`config.mk`:
```
export PLATFORM = sky130hd
export DESIGN_NAME = scan_mod_counter
export DESIGN_NICKNAME = d
export VERILOG_FILES = /design/src/rtl/counter_pkg.sv /design/src/rtl/tick_prescaler.sv /design/src/rtl/scan_mod_counter.sv
export SDC_FILE = /design/constraint.sdc
export NUM_CORES = 1
export LEC_CHECK = 0
export ABC_AREA = 1
export BUFFER_PORTS_ARGS = -buffer_cell sky130_fd_sc_hd__buf_2
export CELL_PAD_IN_SITES_DETAIL_PLACEMENT = 1
export CELL_PAD_IN_SITES_GLOBAL_PLACEMENT = 1
export CORE_UTILIZATION = 36
export DETAILED_ROUTE_END_ITERATION = 6
export PLACE_DENSITY_LB_ADDON = 0.05
export RECOVER_POWER = 50
export SKIP_CTS_REPAIR_TIMING = 1
export SYNTH_ARGS = -nofsm -noshare
export SYNTH_HDL_FRONTEND = slang
export SYNTH_SLANG_ARGS = --single-unit
```
`constraint.sdc`:
```
create_clock -name clk -period 3.8 [get_ports clk]
set_input_delay 0.76 -clock clk [delete_from_list [all_inputs] [get_ports clk]]
set_output_delay 0.76 -clock clk [all_outputs]
set_load 0.02 [all_outputs]
```
`src/rtl/counter_pkg.sv`:
```
// Shared constants and helpers for the modulo counter and its prescaler.
package counter_pkg;

   localparam logic DIR_DOWN = 1'b0;
   localparam logic DIR_UP   = 1'b1;

   localparam int MODE_WRAP = 0;
   localparam int MODE_SAT  = 1;

   // Per-edge action chosen by the priority decode in the top level.
   typedef enum logic [1:0] {
      OP_HOLD = 2'd0,
      OP_CLR  = 2'd1,
      OP_LOAD = 2'd2,
      OP_STEP = 2'd3
   } count_op_e;

   function automatic int clog2(input int value);
      int r;
      r = 0;
      while ((1 << r) < value) r++;
      return r;
   endfunction

endpackage

```
`src/rtl/tick_prescaler.sv`:
```
// Divides enabled clocks by PRESCALE; tick_en is the combinational step strobe.
module tick_prescaler
   import counter_pkg::*;
#(
   parameter int PRESCALE = 1
) (
   input  logic clk,
   input  logic clear,
   input  logic en,
   input  logic restart,
   output logic tick_en
);

   if (PRESCALE < 1) begin : g_bad_prescale
      $error("tick_prescaler: PRESCALE must be >= 1");
   end

   if (PRESCALE == 1) begin : g_bypass
      logic w_unused;
      assign w_unused = clk | clear | restart;
      assign tick_en  = en;
   end else begin : g_divide
      localparam int PW = (clog2(PRESCALE) < 1) ? 1 : clog2(PRESCALE);
      localparam logic [PW-1:0] LAST = PW'(PRESCALE - 1);

      logic [PW-1:0] r_phase;
      logic          w_last;

      assign w_last  = (r_phase == LAST);
      assign tick_en = en && w_last;

      // Phase only advances on enabled clocks, so en=0 freezes it mid-interval.
      always_ff @(posedge clk or posedge clear) begin
         if (clear) begin
            r_phase <= '0;
         end else if (restart) begin
            r_phase <= '0;
         end else if (en) begin
            r_phase <= w_last ? '0 : r_phase + 1'b1;
         end
      end
   end

endmodule

```
`src/rtl/scan_mod_counter.sv`:
```
// Modulo-N up/down counter with prescaler, load/clear, wrap or saturate,
// terminal-count pulse and registered active-low one-hot digit select.
module scan_mod_counter
   import counter_pkg::*;
#(
   parameter int WIDTH    = 4,
   parameter int MODULUS  = 4,
   parameter int PRESCALE = 1,
   parameter int SATURATE = 0,
   parameter int OUT_BITS = 2
) (
   input  logic                clk,
   input  logic                clear,
   input  logic                en,
   input  logic                up_dn,
   input  logic                sync_clr,
   input  logic                load,
   input  logic [WIDTH-1:0]    load_val,
   output logic [WIDTH-1:0]    count,
   output logic [OUT_BITS-1:0] z,
   output logic [MODULUS-1:0]  sel_n,
   output logic                tick,
   output logic                tc
);

   if (longint'(MODULUS) > (longint'(1) << WIDTH)) begin : g_bad_mod_w
      $error("scan_mod_counter: MODULUS must be <= 2**WIDTH");
   end
   if (MODULUS < 2) begin : g_bad_mod
      $error("scan_mod_counter: MODULUS must be >= 2");
   end
   if (PRESCALE < 1) begin : g_bad_pre
      $error("scan_mod_counter: PRESCALE must be >= 1");
   end
   if (OUT_BITS > WIDTH) begin : g_bad_out
      $error("scan_mod_counter: OUT_BITS must be <= WIDTH");
   end

   localparam logic [WIDTH-1:0]   MAX_VAL   = WIDTH'(MODULUS - 1);
   localparam logic [MODULUS-1:0] SEL_RESET = {{(MODULUS-1){1'b1}}, 1'b0};

   logic [WIDTH-1:0]   r_count;
   logic [MODULUS-1:0] r_sel_n;
   logic               r_tick;
   logic               r_tc;

   logic               w_step;
   logic               w_up;
   count_op_e          w_op;
   logic [WIDTH-1:0]   w_clamped;
   logic [WIDTH-1:0]   w_term;
   logic               w_at_term;
   logic [WIDTH-1:0]   w_stepped;
   logic [WIDTH-1:0]   w_next_count;
   logic [MODULUS-1:0] w_next_sel_n;
   logic               w_next_tick;
   logic               w_next_tc;

   tick_prescaler #(
      .PRESCALE(PRESCALE)
   ) u_prescaler (
      .clk    (clk),
      .clear  (clear),
      .en     (en),
      .restart(sync_clr | load),
      .tick_en(w_step)
   );

   assign w_up = (up_dn == DIR_UP);

   always_comb begin
      w_op = OP_HOLD;
      if (sync_clr) begin
         w_op = OP_CLR;
      end else if (load) begin
         w_op = OP_LOAD;
      end else if (w_step) begin
         w_op = OP_STEP;
      end
   end

   assign w_clamped = (load_val > MAX_VAL) ? MAX_VAL : load_val;
   assign w_term    = w_up ? MAX_VAL : '0;
   assign w_at_term = (r_count == w_term);

   // The terminal check keeps +1/-1 from ever leaving 0..MODULUS-1.
   always_comb begin
      w_stepped = r_count;
      if (w_at_term) begin
         if (SATURATE != MODE_SAT) begin
            w_stepped = w_up ? '0 : MAX_VAL;
         end
      end else begin
         w_stepped = w_up ? r_count + 1'b1 : r_count - 1'b1;
      end
   end

   always_comb begin
      w_next_count = r_count;
      w_next_tick  = 1'b0;
      w_next_tc    = 1'b0;
      case (w_op)
         OP_CLR:  w_next_count = '0;
         OP_LOAD: w_next_count = w_clamped;
         OP_STEP: begin
            w_next_count = w_stepped;
            w_next_tick  = 1'b1;
            w_next_tc    = w_at_term;
         end
         default: w_next_count = r_count;
      endcase
   end

   // Decode from the next value so sel_n lines up with count in the same cycle.
   always_comb begin
      w_next_sel_n = '1;
      for (int i = 0; i < MODULUS; i++) begin
         w_next_sel_n[i] = (w_next_count != WIDTH'(i));
      end
   end

   always_ff @(posedge clk or posedge clear) begin
      if (clear) begin
         r_count <= '0;
         r_sel_n <= SEL_RESET;
         r_tick  <= 1'b0;
         r_tc    <= 1'b0;
      end else begin
         r_count <= w_next_count;
         r_sel_n <= w_next_sel_n;
         r_tick  <= w_next_tick;
         r_tc    <= w_next_tc;
      end
   end

   assign count = r_count;
   assign z     = r_count[OUT_BITS-1:0];
   assign sel_n = r_sel_n;
   assign tick  = r_tick;
   assign tc    = r_tc;

endmodule
```
==> results of run 1 <==
==> placed cells by master, fill, tap and decap left out <==
master / count
sky130_fd_sc_hd__fa_1: 1
sky130_fd_sc_hd__nand3_1: 5
sky130_fd_sc_hd__nand2_2: 3
sky130_fd_sc_hd__clkinv_1: 1
sky130_fd_sc_hd__inv_1: 10
sky130_fd_sc_hd__o21bai_2: 1
sky130_fd_sc_hd__a21oi_1: 2
sky130_fd_sc_hd__o21ai_0: 1
sky130_fd_sc_hd__nor3_4: 1
sky130_fd_sc_hd__dfstp_2: 3
sky130_fd_sc_hd__buf_2: 18
sky130_fd_sc_hd__o21ai_4: 1
sky130_fd_sc_hd__nor3_1: 2
sky130_fd_sc_hd__nand2_1: 24
sky130_fd_sc_hd__inv_2: 4
sky130_fd_sc_hd__nor2_2: 2
sky130_fd_sc_hd__xor2_1: 1
sky130_fd_sc_hd__clkbuf_1: 3
sky130_fd_sc_hd__nand3b_1: 1
sky130_fd_sc_hd__clkbuf_8: 1
sky130_fd_sc_hd__dfrtp_1: 7
sky130_fd_sc_hd__nor2_1: 7
sky130_fd_sc_hd__clkbuf_4: 3
sky130_fd_sc_hd__nor4_1: 1
sky130_fd_sc_hd__ha_1: 2
==> where the power goes <==
| part | total, µW | switching (µW) | internal (µW) |
|---|---|---|---|
| sequential | 124 | 6.18 | 117 |
| clock | 98.5 | 40.3 | 58.2 |
| combinational | 87.8 | 57.4 | 30.4 |
==> path summary, 6_finish.rpt <==
path	startpoint	end	slack [ns]	cells past startpoint
hold / removal	clear	count[3]	0.45	2
hold reg to reg	count[2]	count[2]	0.65	2
setup / recovery	up_dn	sel_n[0]	2.00	9
min in group clk	count[2]	count[2]	0.65	2
setup reg to reg	count[0]	sel_n[0]	2.14	7
max in group asynchronous	clear	sel_n[1]	3.02	2
==> cell families after synthesis <==
family	count (synthesis)	share of synthesized area [%]
AOI/OAI and AO/OA	5	7.130
xor gates and xnor gates	1	1.349
adders and majority gates	3	6.936
buffers and inverters	17	10.98
DFF	10	39.11
and+or+nand+nor	46	34.49
==> final cells by class <==
cell class              count  area [µm²]  area share (%)
multi-input cells          55       309.0           39.27
flip-flops and latches     10       254.0           32.27
repair buffers             21       101.3           12.88
inverters                  15       56.30           7.154
clock buffers               4       36.28           4.610
well taps                  24       30.03           3.816
==> routing by layer <==
layer / wire (µm) / up-vias / global-route usage (%)
li1: - / 295 / -
met1: 671 / 266 / 23.16
met2: 712 / 24 / 30.29
met3: 82 / 2 / 5.306
met4: 18 / 0 / 5.455
met5: 0 / - / 0
==> flip-flops by register name, indices dropped and copies added, names as in the netlist <==
register  count
tick          1
tc            1
sel_n         4
count         4
==> per-stage QoR <==
step	std cells	setup WS [ns]	area [µm²]	power, µW	hold slack (ns)
floorplan	82	1.982	649.4	190.8	0.5980
global placement	125	1.755	769.5	215.0	0.5877
detailed placement	125	1.703	769.5	216.8	0.5918
CTS	129	1.981	805.8	316.5	0.4667
global route	129	1.821	787.0	329.9	0.4780
finish	129	1.997	787.0	309.9	0.4531
==> results.txt, run 1 <==
- Based on the critical path, the design can be clocked at up to 554.6 MHz.
- In this run the biggest area consumer among cell types represents 26.97% of the synthesized area.
* Seq/Total Area, Yosys: 39.11%
- Routability Congestion: 0.8150
* Post-detailed-routing wire length: 1.484 mm
* Fraction of layout instances using a drive strength above 1: 35.24%
- Port buffering added 21 buffers.
- The initial utilization of the core area, before any placement, comes to 40.74%.
- Half-perimeter wire length of the detailed placement result: 1.193 mm
* Remaining antenna violation count: 0
* Syn Inst Count: 82
* Final-report hold violation count: 0
* WL per Instance: 11.50 µm
* Number of pins exceeding their max-slew limit in the final report: 0
* Vias in the first global route: 582
- Setup repair after global routing left no endpoint under its margin.
- Core Region: 1594 µm²
- Setup violations remaining at the end of the flow were counted as 0.
- The area growth from synthesis to layout is 21.19%.
- Dominant cells by area after synthesis: sky130_fd_sc_hd__dfrtp_1, sky130_fd_sc_hd__nand2_1, sky130_fd_sc_hd__dfstp_2, sky130_fd_sc_hd__inv_1, sky130_fd_sc_hd__nor3_4
* CTS buffer count: 3
- Horizontal extent of the die: 44.47 µm
- sky130_fd_sc_hd__nand2_1 is the most common cell in the netlist.
* Sink count of the clock tree: 10
* Kind of start point of the critical path: input port
* Clock tree skew after final layout: 0.008874 ns
- Total of flip-flops plus latches after synthesis: 10
* Cell variety after synth: 22
* Worst-case clock buffer depth: 2
- Most repeated library cell on the critical path: sky130_fd_sc_hd__nand2_1
- Maxcap violations: 0
* Insertion delay of the later-clocked pin in the worst-skew pair: 0.27 ns
- For this run the aggregate overflow at the end of global routing stands at 0.
- Inserted Diodes: 0
- Fin crit share: 47.45%
- The slowest stage of the critical path is the sky130_fd_sc_hd__ha_1 cell.
- Power per cell area: 393.7 nW/µm²
* Top Ports: 22
* Combined buffer and inverter count along the critical path: 2
- After detailed routing, the number of vias per cell comes to 4.550.
- Post-route DRC: 0
- For this run, the slowest stage of the critical path takes 0.34 ns.
- STA classifies the critical path endpoint as a flop.
- For the pin with the worst max-slew slack, the measured transition is 0.4729 ns.
* EDFF count, synth: 0
- Walking the worst path, the cells encountered are buf_2, inv_2, ha_1, a21oi_1, nand3_1, nand2_1, o21bai_2, nor2_2, nand2_1.
- Entering global routing, the biggest net connects 11 pins.
- Root buf cell: sky130_fd_sc_hd__clkbuf_4
* Die Footprint: 1978 µm²
- Result of the run: completed
* Vias: 587
- Synth top cells by count: sky130_fd_sc_hd__nand2_1, sky130_fd_sc_hd__inv_1, sky130_fd_sc_hd__dfrtp_1, sky130_fd_sc_hd__nor2_1
* Fraction of the core area covered by cells at the end of the flow: 49.37%
* Async set or reset register ratio after synthesis: 100.0%
- Counting the fill cells in the layout gives 214.
- WP data required: 3.95 ns
- Y dimension of the die: 44.47 µm
* H-tree levels: 1
- Crit Path Max Fanout: 4
- Setup total negative slack on the finished layout was measured at 0 ns.
- In this run the tightest slew margin relative to its limit is 68.23%.
* Arrival @ worst endpoint: 1.95 ns
- After the last flow step, the layout net total stands at 119.
- The initial antenna violation count came to 0.
- The floorplan has 14 rows.
* Category of the most critical setup path: input port to flop
* Post-synthesis average cell area: 7.919 µm²
- Overall routing resource usage: 18.34%
* Final Critical Period: 1.803 ns
- The worst hold path belongs to the class input port to async pin.
- Clock-pin slew was measured on the worst setup and hold paths at 0.08 ns.
- Crit-path leading delay family: simple AND/OR/NAND/NOR gates
* Iteration-0 DRC Markers: 9
* First drt pass iteration count: 4
- Yosys synthesis warning count: 0
* Cell taking the most area after synthesis: sky130_fd_sc_hd__dfrtp_1
- TritonCTS built the clock tree.
- IR analysis of the VDD net gives a maximum drop of 0.2058 mV.
* Mapped Nets: 95
* Leakage dissipation: 0.0004325 µW
* Primary FF master, synth: sky130_fd_sc_hd__dfrtp_1
* Post-synthesis instance area: 649.4 µm²
* First-pass GRT wire length: 2.566 mm
(Power assumes the default switching activity.)
==> run 2: changes to the inputs <==
ABC_AREA = 0   (was 1)
CORE_UTILIZATION = 35   (was 36)
clock period = 1.85 ns   (was 3.8 ns; I/O delays follow)
==> run 2 against run 1 <==
Net effect: the run now ends with negative setup slack left; design area grew 13%; clock power grew 51%; area after synthesis shrank 8.1%; power grew 100%; setup slack lost 2.1 ns; via count shrank 8.5%; synthesized cell count shrank 33%; clock-buffer cell count is the same; critical path depth shrank 2; cell count shrank 19%; register-to-register slack lost 2.3 ns; critical path type is now flop to flop; largest cell class unchanged.
==> results.txt, run 2 <==
* Layout Area Growth over Synthesis: 49.06%
- Y dimension of the die: 43.30 µm (-2.6%)
* Maximum number of pins on one net before global-route repair: 11 (unchanged)
* Crit path capture type: flop
* Post-detailed-routing wire length: 1.492 mm (+0.54%)
* Number of pins exceeding their max-slew limit in the final report: 0 (unchanged)
- Among cell families on the critical path, the largest total delay comes from adder cells.
- Peak per-stage delay on the critical path: 0.51 ns (+0.17 ns)
- The checks that failed: negative setup slack.
- The count of buffers from port buffering came to 21 (unchanged).
- Number of setup violations in the final report: 5 (+5)
* Final-report hold violation count: 0 (unchanged)
- The net count after synthesis came to 68 (-28%).
* Most frequent cells in the layout: sky130_fd_sc_hd__buf_2, sky130_fd_sc_hd__buf_4, sky130_fd_sc_hd__inv_1, sky130_fd_sc_hd__dfrtp_1
- The number of global-route vias before repair came to 526 (-9.6%).
- Layout net count: 103 (-13%)
* Iteration-0 DRC Markers: 6 (-3)
- The average detailed-routed wire length per instance was 14.21 µm (+24%).
- The wire length of the first global-routing pass came to 2.408 mm (-6.2%).
* Worst-case clock buffer depth: 2 (unchanged)
- RSZ-0062 raised after global routing: true
* Critical Path Slowest Stage Cell: sky130_fd_sc_hd__fa_2
- By startpoint and endpoint, the worst setup path is classified as flop to flop.
- The required time of the critical path came to 1.98 ns (-1.97 ns).
* Primary FF master, synth: sky130_fd_sc_hd__dfrtp_1
- TritonCTS built the clock tree.
- The summed instance area of the synthesized netlist is 596.8 µm² (-8.1%).
* Switching share of power: 31.79% (-1.7 points)
- Core Region: 1541 µm² (-3.3%)
- The worst vdd rail ir drop came to 0.3717 mV (+81%).
* Insertion delay of the later-clocked pin in the worst-skew pair: 0.26 ns (about the same)
- Seq/Total Area, Yosys: 42.56% (+3.4 points)
- The H-tree depth was 1 (unchanged).
- Cell taking the most area after synthesis: sky130_fd_sc_hd__dfrtp_1
* Fraction of the core area covered by cells at the end of the flow: 57.71% (+8.3 points)
- The internal power was 430.5 µW (+110%).
* Overall routing resource usage: 17.24% (-1.1 points)
- The switching power is 200.7 µW (+93%).
* CTS buffer count: 3 (unchanged)
* Combined buffer and inverter count along the critical path: 2 (unchanged)
* Total of flip-flops plus latches after synthesis: 10 (unchanged)
- Yosys synthesis warning count: 0 (unchanged)
- Critical register-to-register path startpoint: count[1]
* Vias: 537 (-8.5%)
- Final critical-path setup slack: -0.1173 ns (-2.114 ns)
* Initial antenna violation count: 0 (unchanged)
- Cell count of the worst reg-to-reg path: 7 (unchanged)
- Cell variety after synth: 32 (+45%)
* Most instantiated library cell after synthesis: sky130_fd_sc_hd__dfrtp_1
* Syn Inst Count: 55 (-33%)
* Horizontal extent of the die: 43.30 µm (-2.6%)
- Die Footprint: 1874 µm² (-5.2%)
- The share of cells above drive strength 1 is 67.42% (+32 points).
- Async set or reset register ratio after synthesis: 100.0% (unchanged)
- Portion of total power attributed to the clock network: 23.6% (-8.2 points)
* Sink count of the clock tree: 10 (unchanged)
- Overflow left after global routing: 0 (unchanged)
* Final Critical Period: 1.967 ns
- Max_slew headroom: 61.07% (-7.2 points)
- Timing would allow up to 508.3 MHz.
- Clock tree skew after final layout: 0.003645 ns (-0.005229 ns)
- The routability-driven placement congestion ratio came to 0.7349 (-9.8%).
- The reported leakage power is 0.0004080 µW (-5.7%).
* Arrival @ worst endpoint: 2.10 ns (+0.15 ns)
- The share of total power in combinational logic came to 36.3% (+8.0 points).
* Fin crit share: 106.3%
- The number of inserted diodes came to 0 (unchanged).
* EDFF count, synth: 0 (unchanged)
- The library cell used most frequently in the layout, excluding fill and tap cells, is sky130_fd_sc_hd__buf_2.
- The cell area after layout is 889.6 µm² (+13%).
- The endpoint identified for the worst register-to-register timing path is sel_n[0].
- Maxcap violations: 0 (unchanged)
- Root buf cell: sky130_fd_sc_hd__clkbuf_4
- Clock edge transition at the registers on the reported setup and hold paths: 0.06 ns (-0.02 ns)
- Effective utilization at floorplan: 38.72% (-2.0 points)
- The commonest cells after synthesis are sky130_fd_sc_hd__dfrtp_1, sky130_fd_sc_hd__inv_1, sky130_fd_sc_hd__a21oi_1.
* Post-route DRC: 0 (unchanged)
* Post-synthesis average cell area: 10.85 µm² (+37%)
- Share of Yosys cell area claimed by the top area cell type: 29.35% (+2.4 points)
- Result of the run: finished with violations
* Half-perimeter wire length of the detailed placement result: 1.149 mm (-3.6%)
* Power per cell area: 709.5 nW/µm² (+80%)
- The critical path goes through inv_2, fa_2, inv_1, a31oi_2, o32a_1, a21oi_4, or3b_1.
- Standard-cell rows: 14 (unchanged)
- Kind of start point of the critical path: flop
* Top Ports: 22 (unchanged)
- Dominant cells by area after synthesis: sky130_fd_sc_hd__dfrtp_1, sky130_fd_sc_hd__dfstp_2, sky130_fd_sc_hd__ha_1, sky130_fd_sc_hd__inv_1, sky130_fd_sc_hd__nor4_4
- The pin slew with the least headroom to its limit came to 0.5795 ns (+0.1066 ns).
- The maximum fanout encountered on the critical timing path came to 5 (+1).
- Path category of the worst min-delay check: input port to async pin
- The sequential fraction of design power is 40.1% (+0.2 points).
- The setup slack on the worst flop-to-flop path was -0.12 ns (-2.26 ns).
- First drt pass iteration count: 4 (unchanged)
- Total cell area at the placement stage: 808.3 µm² (+5.0%)
* Remaining antenna violation count: 0 (unchanged)
* Average via count per standard cell: 5.114 (+12%)
run 2: worst max path at each step:
stage	start	endpoint	depth (start not counted)
after floorplan	up_dn	sel_n[0]	7
after global placement	up_dn	sel_n[0]	8
after detailed placement	up_dn	sel_n[0]	8
after CTS	count[1]	sel_n[0]	6
after global routing	count[1]	sel_n[0]	7
final	count[1]	sel_n[0]	7
run 2: kinds of logic after synthesis:
logic type,Yosys count,share of synthesized area (%)
compound gates,10,13.00
fa+ha+maj,3,7.547
buf+inv,9,6.917
simple gates,20,25.58
xor+xnor,3,4.403
flops,10,42.56
run 2: worst reg2reg max path, delay by kind of cell, from the launching register on:
family,cells,cell delay (ns)
AOI/OAI and AO/OA,3,0.43
adders and majority gates,1,0.51
buffers and inverters,2,0.11
DFF,1,0.41
and+or+nand+nor,1,0.40
run 2: through the flow:
step	hold WS, ns	power, µW	setup TNS, ns	setup WS (ns)	std cells
after floorplan	0.2079	378.8	-0.1561	-0.1561	55
after global placement	0.3516	450.8	-1.389	-0.3097	100
after detailed placement	0.3587	456.5	-1.566	-0.3789	100
after CTS	0.07619	611.5	-0.2404	-0.1716	104
after global routing	0.09767	669.3	-0.7737	-0.1859	105
final	0.07184	631.2	-0.4113	-0.1173	105
run 2: layout make-up:
cell class	count	area (µm²)
inverters	7	30.03
clock buffers	4	26.28
multi-input cells	36	370.4
fillers	183	651.9
well taps	16	20.02
flip-flops and latches	10	257.7
repair buffers	32	185.2
run 2: power groups by stage:
| stage | Combinational [µW] | Sequential [µW] | Clock [µW] |
|---|---|---|---|
| 2_1_floorplan | 98.4 | 280 | 0 |
| 3_3_place_gp | 197 | 254 | 0 |
| 3_5_place_dp | 202 | 254 | 0 |
| 4_1_cts | 203 | 251 | 157 |
| 5_1_grt | 250 | 255 | 165 |
| 6_report | 229 | 253 | 149 |
run 2: metal layers:
layer / wire, µm / up-vias / GRT usage [%] / part of all wire, %
met5: 0 / - / 0 / 0
met4: 0 / 0 / 1.818 / 0
met3: 38 / 0 / 5.106 / 2.5
met2: 772 / 14 / 27.46 / 52
met1: 680 / 261 / 23.81 / 46
li1: - / 262 / - / -
==> run 3: changes to the inputs <==
CORE_ASPECT_RATIO = 1.25   (was unset)
==> run 3 against run 2 <==
Net effect: the run still ends with negative setup slack left; sequential power about the same; cell count increased by 2.9%; die area is essentially flat; power increased by 5.7%; core utilization down 1.1 points; critical path depth shrank 1; via count decreased by 1.5%; non-clock buffer count up 1; maximum frequency decreased by 3.3%; largest power group unchanged.
==> results.txt, run 3 (same netlist as run 2, synthesis figures left out) <==
* Final critical-path setup slack: -0.1840 ns (-0.06671 ns)
* First-pass GRT wire length: 1.973 mm (-18%)
- DP Cell Count: 100 (unchanged)
- The run finished, with violations left.
- The first-pass detailed-route iteration total came to 3 (-1).
- Half-perimeter wire length of the detailed placement result: 1.167 mm (+1.6%)
- Clock tree synthesis selected as its root buffer the cell sky130_fd_sc_hd__clkbuf_4.
- Leakage dissipation: 0.0004134 µW (+1.3%)
- The part of the power in the clock network was 28.7% (+5.1 points).
- The vertical die dimension came to 48.17 µm (+11%).
- Share of total power in combinational logic: 33.6% (-2.7 points)
* Arrival @ worst endpoint: 2.18 ns (+0.08 ns)
* Cell Chain, Critical Path: ha_4, nor3b_4, a21boi_2, a22o_1, nor4_4, or3b_1
- Peak per-stage delay on the critical path: 0.43 ns (-0.08 ns)
- Number of pins exceeding their max-slew limit in the final report: 0 (unchanged)
- TritonCTS built the clock tree.
- The post-route DRC violation count is 0 (unchanged).
* Switching share of power: 30.24% (-1.6 points)
* Crit path capture type: flop
- The top cell types in the final layout, fill and taps aside, are sky130_fd_sc_hd__buf_2, sky130_fd_sc_hd__buf_4, sky130_fd_sc_hd__inv_1, sky130_fd_sc_hd__dfrtp_1.
- I/O Buffers: 21 (unchanged)
- The number of hold violations in the final report was 0 (unchanged).
- STA classifies the critical path startpoint as a flop.
- Insertion delay of the later-clocked pin in the worst-skew pair: 0.26 ns (about the same)
- The reported max-cap violation count was 0 (unchanged).
* Actual slew at the worst max-slew pin: 0.6291 ns (+0.04957 ns)
- Critical Path Stages: 6 (-1)
* Category of the most critical setup path: flop to flop
- Horizontal extent of the die: 38.94 µm (-10%)
- The clock slew at the register clock pins of the worst setup and hold paths was 0.07 ns (about the same).
- The effective utilization at floorplan came to 37.74% (-0.98 points).
- Maximum number of pins on one net before global-route repair: 11 (unchanged)
- The final critical-path required period is 2.034 ns (+0.06671 ns).
- Layout net count: 104 (+0.97%)
- Sink count of the clock tree: 10 (unchanged)
* Die Footprint: 1876 µm² (about the same)
* Critical register-to-register path startpoint: count[1]
- The switching power came to 201.7 µW (+0.52%).
- The final reports fail on negative setup slack.
* Power Total: 667.0 µW (+5.7%)
* Flop pwr share: 37.6% (-2.5 points)
- Fraction of the core area covered by cells at the end of the flow: 56.65% (-1.1 points)
- The all-layer global routing usage was 15.48% (-1.8 points).
- WP data required: 1.99 ns (about the same)
- Routability Congestion: 0.7404 (+0.75%)
* Most frequent standard cell in the layout excluding fill and tap cells: sky130_fd_sc_hd__buf_2
- Vias in the first global route: 484 (-8.0%)
- The internal power came to 465.3 µW (+8.1%).
- Fraction of layout instances using a drive strength above 1: 62.22% (-5.2 points)
- Endpoint of the worst register-to-register path: sel_n[0]
* Peak VDD IR: 0.4526 mV (+22%)
- Power per cell area: 744.5 nW/µm² (+4.9%)
- The routed via count was 529 (-1.5%).
- Cell count of the worst reg-to-reg path: 6 (-1)
- Layout Cells excl Fill: 108 (+2.9%)
- The remaining antenna violation count after routing was 0 (unchanged).
* Path category of the worst min-delay check: input port to async pin
- The final worst clock skew was 0.006700 ns (+0.003055 ns).
- Top Ports: 22 (unchanged)
- H-tree levels: 1 (unchanged)
- Fin crit share: 109.9% (+3.6 points)
- Setup repair after global routing could not meet its margin everywhere.
- The average via count per standard cell is 4.898 (-4.2%).
* CTS buffer count: 3 (unchanged)
* Crit Path Max Fanout: 3 (-2)
- R2R setup slack: -0.18 ns (-0.07 ns)
- The initial antenna violation count is 0 (unchanged).
- The floorplan row count came to 16 (+2).
- Number of setup violations in the final report: 4 (-1)
- The sum of buffers and inverters on the critical path is 0 (-2).
* Critical Path Slowest Stage Cell: sky130_fd_sc_hd__dfrtp_1
- Worst hold margin: 0.06393 ns (-0.007902 ns)
- Core Region: 1582 µm² (+2.6%)
- The average detailed-routed wire length per instance is 14.29 µm (+0.55%).
* Achievable Freq: 491.6 MHz (-3.3%)
* Worst-case clock buffer depth: 2 (unchanged)
- The starting DRC count in detailed routing is 5 (-1).
* Post-detailed-routing wire length: 1.543 mm (+3.4%)
- Overflow left after global routing: 0 (unchanged)
- Relative to the synthesized area, the layout overhead comes to 50.10%.
* Inserted Diodes: 0 (unchanged)
* Max_slew headroom: 57.81% (-3.3 points)
* Crit-path leading delay family: simple AND/OR/NAND/NOR gates
run 3: area by class of cell:
type	instances	area [µm²]
sequential	10	256.5
fill	190	685.7
clock buffer	4	36.28
tap	18	22.52
timing repair buffer	33	191.4
inverter	7	30.03
multi-input combinational	36	359.1
run 3: worst max-delay path by stage:
stage / startpoint / endpoint / slack (ns)
after floorplan: up_dn / sel_n[0] / -0.16
after global placement: up_dn / sel_n[0] / -0.35
after detailed placement: up_dn / sel_n[0] / -0.41
after CTS: count[1] / sel_n[0] / -0.21
after global routing: count[1] / sel_n[0] / -0.26
final: count[1] / sel_n[0] / -0.18
run 3: power by group through the flow:
stage               logic [µW]  clock network (µW)  registers [µW]
floorplan                 98.4                   0             280
global placement           193                   0             254
detailed placement         196                   0             254
CTS                        197                 196             250
global route               245                 205             253
finish                     224                 192             251
run 3: per-layer routing:
metal,GRT usage [%],vias up,share of wire (%)
met5,0,-,0
met1,18.31,260,40
met2,28.67,8,59
li1,-,261,-
met4,6.207,0,0
met3,1.370,0,1.6
run 3: metrics by stage:
step           area, µm²  worst slack (ns)  setup TNS, ns
2_1_floorplan      623.1           -0.1561        -0.1561
3_3_place_gp       795.8           -0.3541         -1.074
3_5_place_dp       795.8           -0.4092         -1.290
4_1_cts            832.0           -0.2057        -0.2057
5_1_grt            895.9           -0.2606        -0.6051
6_report           895.9           -0.1840        -0.2680
